==> src/rtl/instruction_fetch.sv <==
// Fetch stage: owns the PC, reads instruction memory combinationally and
// registers instruction+PC into an IF/ID slot handed off with valid/ready.
module instruction_fetch #(
   parameter int          ADDR_DEPTH = 256,
   parameter logic [15:0] RESET_PC   = 16'h0000,
   parameter logic [15:0] HALT_INST  = 16'hFFFF
) (
   input  logic        clk,
   input  logic        rst,
   input  logic        start,
   output logic [15:0] imem_addr,
   input  logic [15:0] imem_inst,
   input  logic        redirect_valid,
   input  logic [15:0] redirect_addr,
   output logic        if_valid,
   input  logic        if_ready,
   output logic [15:0] if_inst,
   output logic [15:0] if_pc,
   output logic        halted,
   output logic [15:0] fetch_count
);

   localparam logic [15:0] AMASK = 16'(ADDR_DEPTH - 1);

   typedef enum logic [1:0] {IDLE, RUN, HALTED} state_t;

   state_t      state, state_n;
   logic [15:0] pc;
   logic        free, accept, fetch, is_halt;

   assign free      = !if_valid || if_ready;
   assign accept    = if_valid && if_ready;
   assign fetch     = (state == RUN) && free && !redirect_valid;
   assign is_halt   = (imem_inst == HALT_INST);
   assign imem_addr = pc;
   assign halted    = (state == HALTED);

   always_ff @(posedge clk) begin
      if (rst) state <= IDLE;
      else     state <= state_n;
   end

   // Redirect outranks start, so a redirect while idle keeps us idle.
   always_comb begin
      state_n = state;
      case (state)
         IDLE:    if (start && !redirect_valid) state_n = RUN;
         RUN:     if (fetch && is_halt)         state_n = HALTED;
         HALTED:  if (redirect_valid)           state_n = RUN;
         default: state_n = IDLE;
      endcase
   end

   always_ff @(posedge clk) begin
      if (rst) begin
         pc       <= RESET_PC;
         if_valid <= 1'b0;
         if_inst  <= 16'h0000;
         if_pc    <= 16'h0000;
      end else if (redirect_valid) begin
         pc       <= redirect_addr & AMASK;
         if_valid <= 1'b0;
      end else if (fetch) begin
         if_inst  <= imem_inst;
         if_pc    <= pc;
         if_valid <= 1'b1;
         // The halt word is delivered but the PC parks on it.
         if (!is_halt) pc <= (pc + 16'd1) & AMASK;
      end else if (accept) begin
         if_valid <= 1'b0;
      end
   end

   always_ff @(posedge clk) begin
      if (rst)                                  fetch_count <= 16'h0000;
      else if (accept && fetch_count != 16'hFFFF) fetch_count <= fetch_count + 16'd1;
   end

endmodule

==> config.mk <==
export PLATFORM = sky130hd
export DESIGN_NAME = instruction_fetch
export DESIGN_NICKNAME = d
export VERILOG_FILES = /design/src/rtl/instruction_fetch.sv
export SDC_FILE = /design/constraint.sdc
export NUM_CORES = 1
export LEC_CHECK = 0
export BUFFER_PORTS_ARGS = -buffer_cell sky130_fd_sc_hd__buf_2
export CORE_UTILIZATION = 51
export DETAILED_ROUTE_END_ITERATION = 8
export GPL_TIMING_DRIVEN = 0
export PLACE_DENSITY = 0.91
export REMOVE_ABC_BUFFERS = 1
export SYNTH_ARGS = -nofsm -noshare
export SYNTH_HDL_FRONTEND = slang
export SYNTH_SLANG_ARGS = --single-unit
export TNS_END_PERCENT = 100
==> constraint.sdc <==
create_clock -name clk -period 3.8 [get_ports clk]
set_input_delay 0.57 -clock clk [delete_from_list [all_inputs] [get_ports clk]]
set_output_delay 0.57 -clock clk [all_outputs]
set_load 0.1 [all_outputs]
==> summary.txt <==
STA
  – Final setup viols: 0
  – Clk_skew: roughly 0.011 ns
  – Setup ws final: between 1 and 1.5 ns
  – RSZ-0062 raised after global routing: false
  – Part of the cycle the worst path needs: about two thirds
  – Final hold violations: 0
  – Highest clock rate: between 300 and 400 MHz
  – Slew Viols, Final: 0
  – Worst slew margin: between 30 and 40%
  – Hold Slack: 0.452 ns
  – Worst slew pin tran: 0.987 ns
  – Setup_tns: 0 ns
  – Fin crit period: ~2.5 ns

Clock network
  – Post-CTS Setup Bufs: 0
  – # clock sinks: 51
  – Cts hold-fix bufs: 0
  – CTS Buffer Depth: 2
  – TritonCTS buffer count: 5
  – CTS tree: done
  – H-tree depth: 2
  – Clk_lat worst skew: ~0.3 ns
  – Clk slew on worst S/H paths: about 0.09 ns
  – Post_cts resized: 0
  – CTS root buffer: clkbuf_8

Yosys
  – Yosys reg bits: around 50
  – Post-synthesis instance total: 305
  – Synth Area in Adders: 1.02%
  – Post-synth ARST share: 0%
  – Post-synth EDFFs: 0
  – Most used DFF post-synth: dfxtp_1
  – Main combinational cell family by area after synthesis: simple AND/OR/NAND/NOR gates
  – Syn Area/Cell: around 8 sq um
  – Yosys warning count: 0
  – Sequential area share after synthesis: between 40% and 50%
  – Post-synthesis simple-gate area fraction: ~29%
  – Synth Area in XOR/XNOR: 0%
  – Mux cell area share after synthesis: between 1 and 1.5%
  – Compound-cell area share of the yosys netlist: between 10% and 20%
  – Mapped Area: 2450 sq um
  – Distinct cell type count after synthesis: 43

Worst setup path
  – Slowest cell on crit path: nand3_1
  – Crit path DAT: 2.74 ns
  – Slowest stage delay, CP: approximately 0.78 ns
  – Critical path start-end classification: in -> reg
  – Worst setup SP type: primary input
  – Crit path cell chain: buf_2 > inv_1 > nand3_1 > or4_1 > a31oi_1
  – Critical Path Fanout Max: 26
  – Worst Setup End Kind: flip-flop
  – WP data required: 4.03 ns

Final layout
  – Ratio of cells with drive above 1 in the final layout: 26.0%
  – Final Util: between 60% and 70%
  – Fin cells: 425
  – Area Growth Syn to Fin: 17.4%
  – # diodes: 0
  – Nets: between 400 and 500
  – Final Instance Area: between 2000 and 3000 sq um

Placement
  – RD Place Congestion: roughly 0.86
  – Placed inst area: roughly 2800 sq um
  – Post-DP HPWL: slightly below 4 mm
  – Inst Count DP: 418
  – Port-buffer cells: 78
  – Pre-CTS setup slack: approximately 0.96 ns

Floorplan
  – Placeable Area: about 4500 sq um
  – Initial Util: a little over half
  – Die Height: 71.4 um
  – I/O Pins: roughly 100
  – Die X: just over 70 um
  – Die Area: between 5000 and 6000 sq um
  – # rows: 24

Worst hold path
  – HP Class: reg -> reg

Drt
  – Via density: approximately 5.7
  – Via Count: 2406
  – DRC errors left: 6
  – WL final: ~5.5 mm
  – DRT Pass-1 Iters: 9
  – Routed len/inst: between 10 and 15 um
  – Post-route ant nets: 0
  – 1st-iter DRT viols: roughly 120

Outcome
  – Status: finished, violations left
  – Failing checks: design-rule violations

Global route
  – Pin count of the biggest net entering global routing: between 50 and 60
  – Antenna violations before repair: 0
  – Global Route Usage Sum: ~22%
  – Number of global-route vias before repair: 2179
  – Gr ovfl total: 0
  – First-pass GRT wire length: between 9 and 10 mm

Power
  – Worst-case vdd ir drop: 267 uV
  – Leakage power: 1.16 nW
  – Cell Pwr Density: between 400 and 500 nW/um^2
  – Total power: ~1.2 mW

Run
  – Max Cap Viol: 0
==> cells in the final DEF (no fill, tap or decap), drive strengths merged, types with 7 or more instances in the layout <==
cell type  netlist  final
a21oi           36     36
buf             20     78
conb             1     16
dfxtp           51     51
inv              8      8
nand2           60     60
nand3            9      9
nand4            9      9
nor2            13     13
nor2b            7      7
o21ai           10     10
or3              9      9
or4             11     11
==> logic make-up after synthesis <==
group	after synthesis
AO/OA/AOI/OAI	71
adder cells (fa/ha/maj)	2
buffers and inverters	40
flip-flops	51
multiplexers	3
other	1
AND/OR/NAND/NOR	137
==> final timing paths <==
| path | startpoint | endpoint | slack (ns) | depth (start not counted) |
|---|---|---|---|---|
| setup / recovery | redirect_valid | imem_addr[6] | 1.29 | 5 |
| hold / removal | if_inst[7] | if_inst[7] | 0.45 | 2 |
| setup reg to reg | state[0] | imem_addr[6] | 1.51 | 4 |
| hold reg to reg | if_inst[7] | if_inst[7] | 0.45 | 2 |
==> state kept, by name, summed over array words and instances (netlist names) <==
signal	cells
if_valid	1
state	2
imem_addr	8
if_inst	16
fetch_count	16
if_pc	8
==> per-layer routing <==
metal | share of wire, % | wire length, um | global-route usage, %
met1 | 43 | 2380 | 26.4
met2 | 48 | 2670 | 39.3
met3 | 7.3 | 401 | 6.33
met4 | 1.3 | 74 | 7.33
met5 | 0 | 0 | 0
==> report_power, final <==
part / total, mW / switching, mW / internal (mW)
Clock: 0.362 / 0.168 / 0.193
Combinational: 0.248 / 0.213 / 0.0349
Sequential: 0.562 / 0.0136 / 0.548
==> worst max-delay path, delay by kind of cell <==
| family | cells | cell delay [ns] |
|---|---|---|
| AND/OR/NAND/NOR | 2 | 1.53 |
| buffers and inverters | 2 | 0.48 |
| AO/OA/AOI/OAI | 1 | 0.16 |
==> synthesized netlist by cell type, types with 2 or more instances <==
cell type  count  share of area, %
ha_1           2               1.0
buf_4         17               5.2
nor4_1         3              0.76
clkbuf_1      10               1.5
a21oi_1       36               7.3
nor2_1        13               2.0
a311oi_1       5               1.8
or2_2          4               1.0
a31oi_1        3              0.76
o21ai_0       10               2.0
o31ai_1        6               1.8
mux2_2         3               1.4
nand3_1        8               1.6
or4_1         11               3.4
dfxtp_1       51                42
nand4_1        9               2.3
nor2b_1        7               1.8
inv_1          8               1.2
o311ai_0       2              0.71
o41ai_1        3               1.1
nand2_1       60               9.2
nor3_1         3              0.61
nor4b_1        3               1.1
or3_1          8               2.0
a21o_1         2              0.61
==> layout make-up <==
cell class                      instances  area [sq um]
Clock inverter                          1          30.0
Timing Repair Buffer                   78           390
Multi-Input combinational cell        229          1270
Clock buffer                            6          72.6
Inverter                                8          30.0
Tap cell                               52          65.1
Sequential cell                        51          1020
Fill cell                             394          1620
Note: power is estimated with default switching activity, not from simulation.
